[src/rtl/zprize_signed_digit_recoder_if.sv]
// Scalar-in / signed-digit-out stream bundle for the MSM window recoder.
// The recoder takes the slave view; the feeder and scheduler take the master view.
interface zprize_signed_digit_recoder_if #(
    parameter int SCALAR_W = 253,
    parameter int C        = 16,
    parameter int NWIN     = 16,
    parameter int TAG_W    = 32
);
    localparam int WIN_W = (NWIN > 1) ? $clog2(NWIN) : 1;

    logic                s_valid;
    logic                s_ready;
    logic [SCALAR_W-1:0] s_scalar;
    logic [TAG_W-1:0]    s_tag;

    logic                m_valid;
    logic                m_ready;
    logic [WIN_W-1:0]    m_win;
    logic [C-1:0]        m_mag;
    logic                m_neg;
    logic                m_zero;
    logic [TAG_W-1:0]    m_tag;
    logic                m_last;

    modport slave (
        input  s_valid, s_scalar, s_tag, m_ready,
        output s_ready, m_valid, m_win, m_mag, m_neg, m_zero, m_tag, m_last
    );

    modport master (
        output s_valid, s_scalar, s_tag, m_ready,
        input  s_ready, m_valid, m_win, m_mag, m_neg, m_zero, m_tag, m_last
    );
endinterface

[src/rtl/zprize_signed_digit_recoder.sv]
// Splits each MSM scalar into NWIN signed C-bit window digits (magnitude + neg flag),
// one digit per cycle, with no bubble between consecutive scalars.
//
// state | meaning
// IDLE  | no scalar loaded; s_ready=1, m_valid=0, shift/carry hold
// RUN   | emitting windows of the loaded scalar, win 0..NWIN-1
module zprize_signed_digit_recoder #(
    parameter int SCALAR_W = 253,
    parameter int C        = 16,
    parameter int NWIN     = 16,
    parameter int TAG_W    = 32
) (
    input  logic                         clk,
    input  logic                         rstN,
    zprize_signed_digit_recoder_if.slave bus,
    output logic                         err_carry,
    output logic                         idle
);
    localparam int WIN_W   = (NWIN > 1) ? $clog2(NWIN) : 1;
    localparam int SHIFT_W = NWIN * C;
    localparam logic [C:0] HALF = {2'b01, {(C-1){1'b0}}};
    localparam logic [C:0] FULL = {1'b1, {C{1'b0}}};

    typedef enum logic {IDLE, RUN} state_t;

    state_t             state, state_d;
    logic [SHIFT_W-1:0] shift;
    logic               carry;
    logic [WIN_W-1:0]   win;
    logic [TAG_W-1:0]   tag;

    logic [C:0]   d;
    logic [C:0]   d_neg;
    logic [C-1:0] mag;
    logic         neg;
    logic         carry_next;
    logic         run;
    logic         last;
    logic         fire;
    logic         accept;

    // d == 2^C folds to magnitude 0 with a carry out; neg is dropped so a zero digit
    // never requests a negated point.
    always_comb begin
        d          = {1'b0, shift[C-1:0]} + {{C{1'b0}}, carry};
        d_neg      = FULL - d;
        mag        = d[C-1:0];
        neg        = 1'b0;
        carry_next = 1'b0;
        if (d > HALF) begin
            mag        = d_neg[C-1:0];
            neg        = (d_neg != '0);
            carry_next = 1'b1;
        end
    end

    assign run    = (state == RUN);
    assign last   = run && (win == WIN_W'(NWIN - 1));
    assign fire   = run && bus.m_ready;
    assign accept = bus.s_valid && bus.s_ready;

    // Ready during the final beat lets the next scalar's window 0 follow immediately.
    assign bus.s_ready = !run || (fire && last);

    assign bus.m_valid = run;
    assign bus.m_win   = run ? win : '0;
    assign bus.m_mag   = run ? mag : '0;
    assign bus.m_neg   = run && neg;
    assign bus.m_zero  = run && (mag == '0);
    assign bus.m_tag   = run ? tag : '0;
    assign bus.m_last  = last;

    assign idle = (state == IDLE) && !bus.s_valid;

    always_comb begin
        state_d = state;
        case (state)
            IDLE: if (accept) state_d = RUN;
            RUN:  if (fire && last && !accept) state_d = IDLE;
            default: state_d = IDLE;
        endcase
    end

    always_ff @(posedge clk or negedge rstN) begin
        if (!rstN) state <= IDLE;
        else       state <= state_d;
    end

    always_ff @(posedge clk or negedge rstN) begin
        if (!rstN) begin
            shift     <= '0;
            carry     <= 1'b0;
            win       <= '0;
            tag       <= '0;
            err_carry <= 1'b0;
        end else begin
            if (accept) begin
                shift <= {{(SHIFT_W-SCALAR_W){1'b0}}, bus.s_scalar};
                tag   <= bus.s_tag;
                carry <= 1'b0;
                win   <= '0;
            end else if (fire) begin
                shift <= shift >> C;
                carry <= carry_next;
                win   <= win + WIN_W'(1);
            end
            if (fire && last && carry_next) err_carry <= 1'b1;
        end
    end

    // The top window must absorb every carry; NWIN*C >= SCALAR_W+1 guarantees it.
    assert property (@(posedge clk) disable iff (!rstN) !(fire && last && carry_next))
        else $error("carry left the top window");

endmodule
[src/flat_wrapper.sv]
// flat-port wrapper written by rule: the top's interface ports become plain ports
module zprize_signed_digit_recoder_flat 
#(
    parameter int SCALAR_W = 253,
    parameter int C        = 16,
    parameter int NWIN     = 16,
    parameter int TAG_W    = 32
)
  (clk, rstN, err_carry, idle, bus_s_valid, bus_s_scalar, bus_s_tag, bus_m_ready, bus_s_ready, bus_m_valid, bus_m_win, bus_m_mag, bus_m_neg, bus_m_zero, bus_m_tag, bus_m_last);
  zprize_signed_digit_recoder_if #(.SCALAR_W(SCALAR_W), .C(C), .NWIN(NWIN), .TAG_W(TAG_W)) bus_i ();
  input  logic clk;
  input  logic rstN;
  output logic err_carry;
  output logic idle;
  input wire logic [$bits(bus_i.s_valid)-1:0] bus_s_valid;
  input wire logic [$bits(bus_i.s_scalar)-1:0] bus_s_scalar;
  input wire logic [$bits(bus_i.s_tag)-1:0] bus_s_tag;
  input wire logic [$bits(bus_i.m_ready)-1:0] bus_m_ready;
  output wire logic [$bits(bus_i.s_ready)-1:0] bus_s_ready;
  output wire logic [$bits(bus_i.m_valid)-1:0] bus_m_valid;
  output wire logic [$bits(bus_i.m_win)-1:0] bus_m_win;
  output wire logic [$bits(bus_i.m_mag)-1:0] bus_m_mag;
  output wire logic [$bits(bus_i.m_neg)-1:0] bus_m_neg;
  output wire logic [$bits(bus_i.m_zero)-1:0] bus_m_zero;
  output wire logic [$bits(bus_i.m_tag)-1:0] bus_m_tag;
  output wire logic [$bits(bus_i.m_last)-1:0] bus_m_last;
  assign bus_i.s_valid = bus_s_valid;
  assign bus_i.s_scalar = bus_s_scalar;
  assign bus_i.s_tag = bus_s_tag;
  assign bus_i.m_ready = bus_m_ready;
  assign bus_s_ready = bus_i.s_ready;
  assign bus_m_valid = bus_i.m_valid;
  assign bus_m_win = bus_i.m_win;
  assign bus_m_mag = bus_i.m_mag;
  assign bus_m_neg = bus_i.m_neg;
  assign bus_m_zero = bus_i.m_zero;
  assign bus_m_tag = bus_i.m_tag;
  assign bus_m_last = bus_i.m_last;
  zprize_signed_digit_recoder #(.SCALAR_W(SCALAR_W), .C(C), .NWIN(NWIN), .TAG_W(TAG_W)) u_core (.clk(clk), .rstN(rstN), .bus(bus_i), .err_carry(err_carry), .idle(idle));
endmodule
[config.mk]
export PLATFORM = sky130hd
export DESIGN_NAME = zprize_signed_digit_recoder_flat
export DESIGN_NICKNAME = d
export VERILOG_FILES = /design/src/rtl/zprize_signed_digit_recoder_if.sv /design/src/rtl/zprize_signed_digit_recoder.sv /design/src/flat_wrapper.sv
export SDC_FILE = /design/constraint.sdc
export NUM_CORES = 1
export LEC_CHECK = 0
export CAP_MARGIN = 10
export CORE_MARGIN = 5
export CORE_UTILIZATION = 45
export CTS_CLUSTER_SIZE = 14
export DETAILED_ROUTE_END_ITERATION = 16
export GPL_TIMING_DRIVEN = 0
export PLACE_DENSITY = 0.71
export SETUP_SLACK_MARGIN = 0.4
export SYNTH_ARGS = -nofsm -noshare
export SYNTH_HDL_FRONTEND = slang
export SYNTH_SLANG_ARGS = --single-unit
[constraint.sdc]
create_clock -name clk -period 4.89 [get_ports clk]
set_input_delay 0.489 -clock clk [delete_from_list [all_inputs] [get_ports clk]]
set_output_delay 0.489 -clock clk [all_outputs]
set_load 0.02 [all_outputs]
---- After elaboration in Yosys (flattened, before gate mapping) ----
Index checks and enable logic that the tools add are counted.
word-level totals
  bits of input ports ..................... 289
  logic and storage cells ................. 43
  output and inout bits ................... 59
  flip-flop bits (word level) ............. 295
cells by class
  $add $sub $neg .......................... 3
  muxes and demuxes ....................... 15
  order comparisons ....................... 1
  bitwise gates (word level) .............. 1
  equality and inequality tests ........... 1
  reduce and logical (&&, ||, !) cells .... 16
operators with widths
  cell                    count
  $mux 256                2
  $mux 16                 2
  $mux 32                 1
  $add 16x1->17           1
  $gt 17x16->1 const B    1
  $reduce_bool 17->1      1
  $sub 17x17->17 const A  1
  $logic_not 16->1        1
  $mux 4                  3
  $logic_and 1x1->1       9
  $mux 1                  6
  $add 4x1->4 const B     1
  $eq 4x4->1 const B      1
  $logic_not 1->1         3
  $pmux 1 s2              1
  $reduce_bool 2->1       1
  $logic_or 1x1->1        1
  $not 1->1               1

---- Depth between registers and ports, before layout ----
Gate-level depths: netlist of run 1.
  depth after elaboration ................. 9
  depth in mapped cells ................... 14
  gate-level depth less buffers ........... 12

---- Worst setup path before layout of run 1 ----
Ideal clock, no wire load.
  path type ............................... reg-to-output
  start point ............................. register u_core.carry
  end point ............................... output bus_m_zero
  path buffers ............................ 1
  path slack .............................. 993 ps
  data required time ...................... 4401 ps
  stages on the path, launching flop included .. 14
  arrival ................................. 3408 ps
  cells stage by stage .................... dfrtp_1 > ha_1 > ha_1 > inv_1 > ha_1 > or4b_1 > o31ai_2 > o31a_1 > buf_4 > nand3_4 > o31a_1 > o22ai_1 > a21oi_1 > a2111oi_2
between the ends
  word-level cells in the longest chain between the ends .. 5
  elaborated cells on any way between the ends .. 6
  those cells by class .................... add/sub: 2; order compare: 1; mux: 1; reduce/logical: 2
ends and longest elaborated chain
  element                                                RTL line                                                              text
  start: declaration                                     zprize_signed_digit_recoder.sv:28                                     logic carry;
  start signal: assignment                               zprize_signed_digit_recoder.sv:104                                    carry <= carry_next;
  $add 16x1->17 (*)                                      zprize_signed_digit_recoder.sv:45                                     d = {1'b0, shift[C-1:0]} + {{C{1'b0}}, carry};
  $sub 17x17->17 / $gt 17x16->1 (equally long branches)  zprize_signed_digit_recoder.sv:46, zprize_signed_digit_recoder.sv:50
  $mux 16 (*)                                            zprize_signed_digit_recoder.sv:50                                     if (d > HALF) begin
  $logic_not 16->1 (*)                                   zprize_signed_digit_recoder.sv:69                                     assign bus.m_zero = run && (mag == '0);
  $logic_and 1x1->1 (*)                                  zprize_signed_digit_recoder.sv:69
  end: declaration                                       flat_wrapper.sv:24                                                    output wire logic [$bits(bus_i.m_zero)-1:0] bus_m_zero;
Every way passes the cells marked *; elsewhere a longest branch is shown, timed or not.

---- Final worst setup path of run 1 ----
  start point ............................. register u_core.shift[0]
  end point ............................... output bus_m_zero
between the ends
  word-level cells in the longest chain between the ends .. 5
  elaborated cells on any way between the ends .. 6
  those cells by class .................... add/sub: 2; order compare: 1; mux: 1; reduce/logical: 2
ends and longest elaborated chain
  element                                                RTL line                                                              text
  start: declaration                                     zprize_signed_digit_recoder.sv:27                                     logic [SHIFT_W-1:0] shift;
  start signal: assignment                               zprize_signed_digit_recoder.sv:98                                     shift <= {{(SHIFT_W-SCALAR_W){1'b0}}, bus.s_scalar};
  start signal: assignment                               zprize_signed_digit_recoder.sv:103                                    shift <= shift >> C;
  $add 16x1->17 (*)                                      zprize_signed_digit_recoder.sv:45
  $sub 17x17->17 / $gt 17x16->1 (equally long branches)  zprize_signed_digit_recoder.sv:46, zprize_signed_digit_recoder.sv:50
  $mux 16 (*)                                            zprize_signed_digit_recoder.sv:50
  $logic_not 16->1 (*)                                   zprize_signed_digit_recoder.sv:69
  $logic_and 1x1->1 (*)                                  zprize_signed_digit_recoder.sv:69
Marked as above.

==> summary by stage, run 1 <==
Run status
The run finished with clean final reports.

Critical path
The cell with the most instances on the worst path is ha_4. The critical path start-end classification is reg2out. The worst flop-to-flop path startpoint is u_core.bus.m_valid. The highest-delay cell along the critical path is or4b_4.

The worst register-to-register path has a setup slack of between 1.5 and 2 ns. The largest stage delay on the critical path is between 0.4 and 0.5 ns. Traced cell by cell, the critical path runs through ha_4 > ha_4 > inv_4 > ha_4 > or4b_4 > o31ai_4 > o31a_1 > buf_6 > nand3_4 > o31ai_4 > buf_6 > a32o_1 > o2111ai_2 > a2111oi_2 > buf_4. STA classifies the critical path startpoint as a flip-flop. The arrival time at the worst endpoint is ~3.8 ns. In this run the worst path has a maximum fanout of 7. The worst endpoint required time is approximately 4.4 ns.

The critical path starts at u_core.shift[0]. STA classifies the critical path endpoint as a primary output.

Layout
Fill cells in the final layout number roughly 2.5k. The fraction of layout cells with a size suffix above 1 is under 10%. In the final layout, flip-flops and latches occupy 7308 um2. For this run, the post-layout net count is 2118. Compared with the post-synthesis result, the final layout area differs by 39.79%. The core utilization of the finished layout is between 60% and 70%.

The multi-input combinational cells in the finished layout cover a total of approximately 5900 um2. The final design instance area without fill is 18950 um2.

Floorplan
The die span in y is 183.5 um. The initial utilization of the core area, before any placement, comes to a little under half. The x dimension of the die is 183.5 um.

In this run the core area contains 63 standard-cell rows. The die covers 33690 um2. The core outline area is between 20000 and 30000 um2.

During I/O placement, the number of pins put on the boundary was around 350.

Clock network
The total clock buffers created by CTS is 34. The number of buffers between clock root and the deepest sink is 3. The CTS H-tree depth is 2.

The CTS clock-pin slew for the worst setup and hold paths is around 0.060 ns. TritonCTS built the clock tree. The tree is rooted in a clkbuf_16. The TritonCTS sink count is 292.

The later pin in the worst-skew pair is clocked with a latency of ~0.50 ns.

Logic synthesis
The most used flip-flop cell after synthesis is dfrtp_1. The share of the Yosys chip area taken by registers is a little over half. After technology mapping, the gate count stands at between 1k and 1.5k. Counting flops with an async set or reset pin after synthesis yields a share of 100.0%. The synthesized cell area is 13550 um2. In this run, synthesis inferred 0 flip-flops with an integrated enable. After synthesis, the netlist uses 65 different library cells. Synthesis inferred slightly below 300 register bits.

The average cell area after synthesis is about 9.6 um2. The number of warning messages in the yosys log is 0. The number of nets produced by synthesis is ~1.7k.

Placed design
The placement-stage cell area is between 15000 and 20000 um2. After legalization and detailed placement, the total HPWL measured 32.93 mm. The number of I/O port buffers is 347.

The global placement routability congestion is about 0.89.

Worst hold path
The worst hold path class is reg2reg. The launch point of the worst hold path is u_core.err_carry.

Timing
Of the available clock period, the critical path in the final layout requires approximately 90%. The minimum period implied by the final worst setup slack is roughly 4.3 ns. The clock skew is 0.01750 ns. The highest achievable clock rate is between 200 and 250 MHz. Setup repair after global routing left no endpoint under its margin. The final-report max-slew violation count is 0. The final hold violation count is 0.

At the pin with the least slew margin, the transition time is 0.6927 ns. The worst pin sits at a relative slew slack of a little over half. The number of failing setup endpoints in the final timing report is 0.

Power and ir drop
In this run the static leakage power is between 8 and 9 nW. IR analysis of the VDD net gives a maximum drop of around 0.27 mV. In this run the power density over the cells is ~550 nW/um2.

The overall power is approximately 11 mW.

Global routing
The via count of the first global-routing pass is approximately 12k. The largest net degree at the start of global routing is 126. The number of antenna violations at the first check in global routing is 5.

The overall overflow remaining after global route is 0. The global-route usage over all layers is 25.07%. The first global-routing pass estimated ~68 mm of wire.

Detailed routing
The remaining design rule violation count is 0. Dividing the detail-routed wire length by the instance count gives ~20 um. The total wire length is 43.84 mm. The remaining antenna violation count is 0.

The first-iteration detailed-routing DRC count is approximately 850. After detailed routing, the number of vias per cell comes to between 5 and 6. The routed layout has approximately 12k vias. The count of TritonRoute iterations in the first routing pass is 5.

Run
The max-cap check violation count is 0.
## routing by layer
layer  track usage, %  wire [um]
met1            35.38      19260
met2            40.87      21270
met3            4.116       2569
met4            6.049        732
met5                0         13
## final cells by class
class / instances / share of cell area, %
flip-flops and latches: 292 / 38.57
well taps: 390 / 2.576
clock inverters: 8 / 0.4029
clock buffers: 49 / 5.217
repair buffers: 369 / 19.34
diodes: 5 / 0.06604
multi-input cells: 1014 / 31.32
plain buffers: 106 / 2.351
inverters: 7 / 0.1519
## cell families (layout without fill, tap and decap cells)
kind of cell,Yosys count,count (layout),synth area share (%)
AO/OA/AOI/OAI,299,299,16.71
XOR/XNOR,30,30,1.939
adder cells (fa/ha/maj),5,5,0.4616
buffers and inverters,113,539,3.416
flip-flops,292,292,53.91
multiplexers,38,38,3.120
other,0,5,0
AND/OR/NAND/NOR,642,642,20.44
## synthesized netlist by cell type (4+ instances only)
library cell | number | area, um2
xnor2_1 | 19 | 166.4
a21oi_1 | 9 | 45.04
clkbuf_1 | 89 | 334.1
nand2_1 | 495 | 1858
nor4_1 | 11 | 68.82
a22o_1 | 17 | 148.9
dfrtp_1 | 292 | 7307
mux2_2 | 34 | 382.9
xor2_1 | 11 | 96.34
o21ai_0 | 9 | 45.04
nand4_1 | 7 | 43.79
and3_1 | 4 | 25.02
ha_1 | 5 | 62.56
nor2_1 | 35 | 131.4
buf_2 | 9 | 45.04
inv_1 | 7 | 26.28
nor3_1 | 7 | 35.03
and2_1 | 43 | 269.0
mux2i_1 | 4 | 40.04
a22oi_1 | 236 | 1772
nand3_1 | 11 | 55.05
## worst paths after layout
path	cells past startpoint	to
worst max-delay path	15	bus_m_zero
worst min-delay path	1	u_core.err_carry
worst max register to register	10	u_core.win[1]
worst min register to register	1	u_core.err_carry
max in group asynchronous	3	u_core.shift[86]
min in group asynchronous	2	u_core.tag[20]
## repair_timing
item	in CTS	in global routing
pin swaps	4	5
cloned	1	0
hold buffers	1	0
endpoints found under the setup margin	17	16
gates resized for setup	28	19
hold endpoints to repair	61	0
setup buffers	6	12
## worst max-delay path: cells and delay by family (launching register included)
kind | cells | cell delay [ns]
DFF | 1 | 0.42
AOI/OAI and AO/OA | 6 | 1.19
adders and majority gates | 3 | 0.60
and+or+nand+nor | 2 | 0.57
buffers and inverters | 4 | 0.57
## state kept, by name, indices dropped and copies added, names as in the netlist
signal / flops
u_core.err_carry: 1
u_core.win: 4
u_core.bus.m_valid: 1
u_core.shift: 253
u_core.carry: 1
u_core.tag: 32
## placed cells by master, fill, tap and decap left out, types with 16 or more instances in the layout
master           count
clkbuf_1            97
clkdlybuf4s50_1    332
xnor2_1             16
buf_4               22
nor2_1              35
clkbuf_16           35
and2_1              43
dfrtp_1            291
nand2_1            495
a22oi_1            236
a22o_1              17
mux2_2              34
## per-stage QoR
step,TNS [ns],std cells,hold WS [ns],setup slack [ns]
2_1_floorplan,0,1419,0.1934,0.9929
3_3_place_gp,-2706.36,2156,0.4572,-9.298
3_5_place_dp,0,2158,0.4585,0.2562
4_1_cts,0,2223,0.4766,0.4326
5_1_grt,0,2239,0.4910,0.3803
6_report,0,2240,0.4728,0.5695
## report_power, final
group	leakage (nW)	switching [mW]	internal, mW
Sequential	3.92	0.568	3.31
Combinational	4.49	2.24	1.94
Clock	0.527	0.981	1.46
(Power assumes the default switching activity.)
==> run 2: changes to the inputs <==
==> constraint.sdc (replaced) <==
create_clock -name clk -period 4.89 [get_ports clk]
set_input_delay 0.978 -clock clk [delete_from_list [all_inputs] [get_ports clk]]
set_output_delay 0.978 -clock clk [all_outputs]
set_load 0.02 [all_outputs]
==> summary by stage, run 2 (synthesis results as in run 1) <==
Clock network
The root buffer cell is clkbuf_16. The CTS tree is yes. The total clock buffers created by CTS is 34 (unchanged). The CTS H-tree depth is 2 (unchanged).

The number of buffers between clock root and the deepest sink is 3 (unchanged). The TritonCTS sink count is 292 (unchanged). The latest clock arrival within the worst-skew pair is 0.50 ns (about the same).

The CTS clock-pin slew for the worst setup and hold paths is 0.06 ns (about the same).

Floorplan
The core outline area is 29720 um2 (unchanged). The initial cell density of the core is 45.61% (unchanged). The I/O pin total is 348 (unchanged).

The x dimension of the die is 183.5 um (unchanged). The placement row count came to 63 (unchanged). The die span in y is 183.5 um (unchanged). The die outline area is 33690 um2 (unchanged).

Timing
The final hold violation count is 0 (unchanged). The number of failing setup endpoints in the final timing report came to 0 (unchanged). The slew at the pin closest to its max-slew limit is 0.7954 ns (+0.1027 ns).

The share of the clock period used by the worst path is 96.58% (+8.2 points). The minimum period implied by the final worst setup slack is 4.723 ns (+0.4023 ns). The highest achievable clock rate is 211.7 MHz (-8.5%). The final-report max-slew violation count is 0 (unchanged). The clock skew came to 0.01648 ns (-0.001021 ns). The headroom to the max-slew limit is 46.59% (-6.9 points). The post-route worst setup slack is 0.1672 ns (-0.4023 ns). Setup repair after global routing could not meet its margin everywhere.

Layout
The most common cell after layout, fill and taps aside is nand2_1. The sequential cell area in the final layout is 7308 um2 (unchanged). The final standard cell count with taps included and fillers excluded came to 2258 (+0.80%). The library cells used most frequently in the layout, excluding fill and tap cells, are nand2_1 (492), clkdlybuf4s50_1 (329), dfrtp_1 (291).

The area overhead of the layout relative to synthesis is 42.09%. The final design instance area without fill is 19260 um2 (+1.6%). The number of filler cells placed in the layout came to 2417 (-1.9%).

The core utilization of the finished layout is 64.80% (+1.0 points). The number of flip-flops under the largest register name came to 253 (unchanged). The register with the highest flop count is u_core.shift. The net total in the final layout came to 2136 (+0.85%). The fraction of layout cells with a size suffix above 1 is 11.33% (+2.9 points).

In the final layout, the registers with the most flip-flops are u_core.shift (253), u_core.tag (32), u_core.win (4). The area used by multi-input combinational logic is 6091 um2 (+2.7%).

Critical path
The arrival time at the worst endpoint came to 3.74 ns (-0.09 ns). The slack of the worst reg-to-reg path is 1.64 ns (about the same). The worst setup path is launched from a flip-flop. The worst endpoint required time is 3.91 ns (-0.49 ns).

Following the worst setup path forward leads to its endpoint at bus_m_zero. The worst setup path is captured at a primary output. The setup path with the least slack is of type reg2out. The peak fanout along the critical path came to 5 (-2). The launching element of the worst setup path is u_core.shift[0]. The number of cells on the worst reg-to-reg path is 10 (unchanged). The end of the worst register-to-register path is u_core.win[1]. The worst register-to-register path begins at u_core.bus.m_valid.

Detailed routing
The number of vias per cell after detailed routing is 5.523 (+0.30%). The total wire length is 44.81 mm (+2.2%). The total number of vias is 12.47k (+1.1%). The count of TritonRoute iterations in the first routing pass was 5 (unchanged). The remaining antenna violation count is 0 (unchanged).

The remaining design rule violation count is 0 (unchanged). The first-iteration detailed-routing DRC count is 857 (+0.94%). The post-detailed-route wirelength per cell is 19.85 um (+1.4%).

Power and ir drop
The overall power is 10.95 mW (+4.3%). The worst voltage drop across the vdd grid is 0.3027 mV (+13%). The power per standard cell area was 568.6 nW/um2 (+2.6%).

The static power due to leakage is 9.101 nW (+1.8%).

Global routing
The number of antenna violations at the first check in global routing is 5 (unchanged). The overall overflow remaining after global route is 0 (unchanged). The via count of the first global-routing pass is 12.57k (+1.2%). The wire length of the first global-routing pass is 68.82 mm (+1.2%). The largest net degree at the start of global routing is 126 (unchanged). The global-route usage over all layers was 25.40% (+0.33 points).

Placed design
The number of placed instances, taps included is 2158 (unchanged). The placement-stage worst setup slack is -0.2328 ns (-0.4890 ns). The half-perimeter wire length of the detailed placement result is 32.93 mm (unchanged). The number of I/O port buffers is 347 (unchanged). The global placement routability congestion came to 0.8928 (unchanged).

The placement-stage cell area is 17570 um2 (unchanged).

Worst hold path
The min-delay analysis places its worst path in the category in2async.

Run status
The flow ran to the end, and the final reports show no timing, DRC or antenna violations.

Run
The max-cap check violation count was 0 (unchanged).
==> run 2: worst min path at each step <==
stage                                  from                 to  slack, ns  cells past startpoint
after CTS                              rstN  u_core.shift[221]       0.44                      1
after detailed placement  u_core.shift[138]  u_core.shift[122]       0.46                      2
after global placement    u_core.shift[138]  u_core.shift[122]       0.46                      2
final                                  rstN     u_core.tag[20]       0.44                      1
after global routing                   rstN  u_core.shift[243]       0.47                      1
after floorplan           u_core.shift[235]  u_core.shift[219]       0.45                      2
==> run 2: area by class of cell <==
type                    instances  area share (%)
clock inverters                 8          0.3963
diodes                          5         0.06497
flip-flops and latches        292           37.95
repair buffers                387           19.77
plain buffers                 106           2.372
well taps                     390           2.534
multi-input cells            1014           31.63
inverters                       7          0.1494
clock buffers                  49           5.133
==> run 2: layer usage <==
layer | share of wire, % | routed length [um] | track usage (%)
met1 | 43 | 19410 | 35.59
met2 | 49 | 21790 | 41.59
met3 | 6.0 | 2702 | 4.234
met4 | 2.0 | 899 | 6.228
met5 | 0.029 | 13 | 0
==> run 2: repair_timing <==
action	CTS	global route
pin swaps	12	14
resized for setup	105	45
endpoints found under the setup margin	17	17
gates cloned	1	0
buffers inserted	23	14
hold buffers	0	0
==> run 2: power breakdown <==
group          switching (mW)  leakage [nW]  internal, mW
clock                   0.980         0.527          1.46
sequential              0.573          3.92          3.31
combinational            2.45          4.66          2.19
==> run 2: stage by stage <==
| stage | hold slack (ns) | TNS (ns) |
|---|---|---|
| 3_3_place_gp | 0.4572 | -2849.41 |
| 4_1_cts | 0.4420 | 0 |
| 3_5_place_dp | 0.4585 | -0.4768 |
| 6_report | 0.4420 | 0 |
| 2_1_floorplan | 0.4458 | 0 |
| 5_1_grt | 0.4740 | 0 |
==> run 2: critical path: stages, from the launching register on <==
cell and delay [ns]:
dfrtp_1 0.42, ha_4 0.19, ha_4 0.22, inv_4 0.06, ha_4 0.12, or4b_4 0.47
o31ai_4 0.09, o31a_1 0.20, buf_6 0.12, nand3_4 0.10, o31ai_4 0.35, buf_6 0.18
a32o_1 0.14, o2111ai_2 0.13, a2111oi_2 0.25, buf_4 0.20
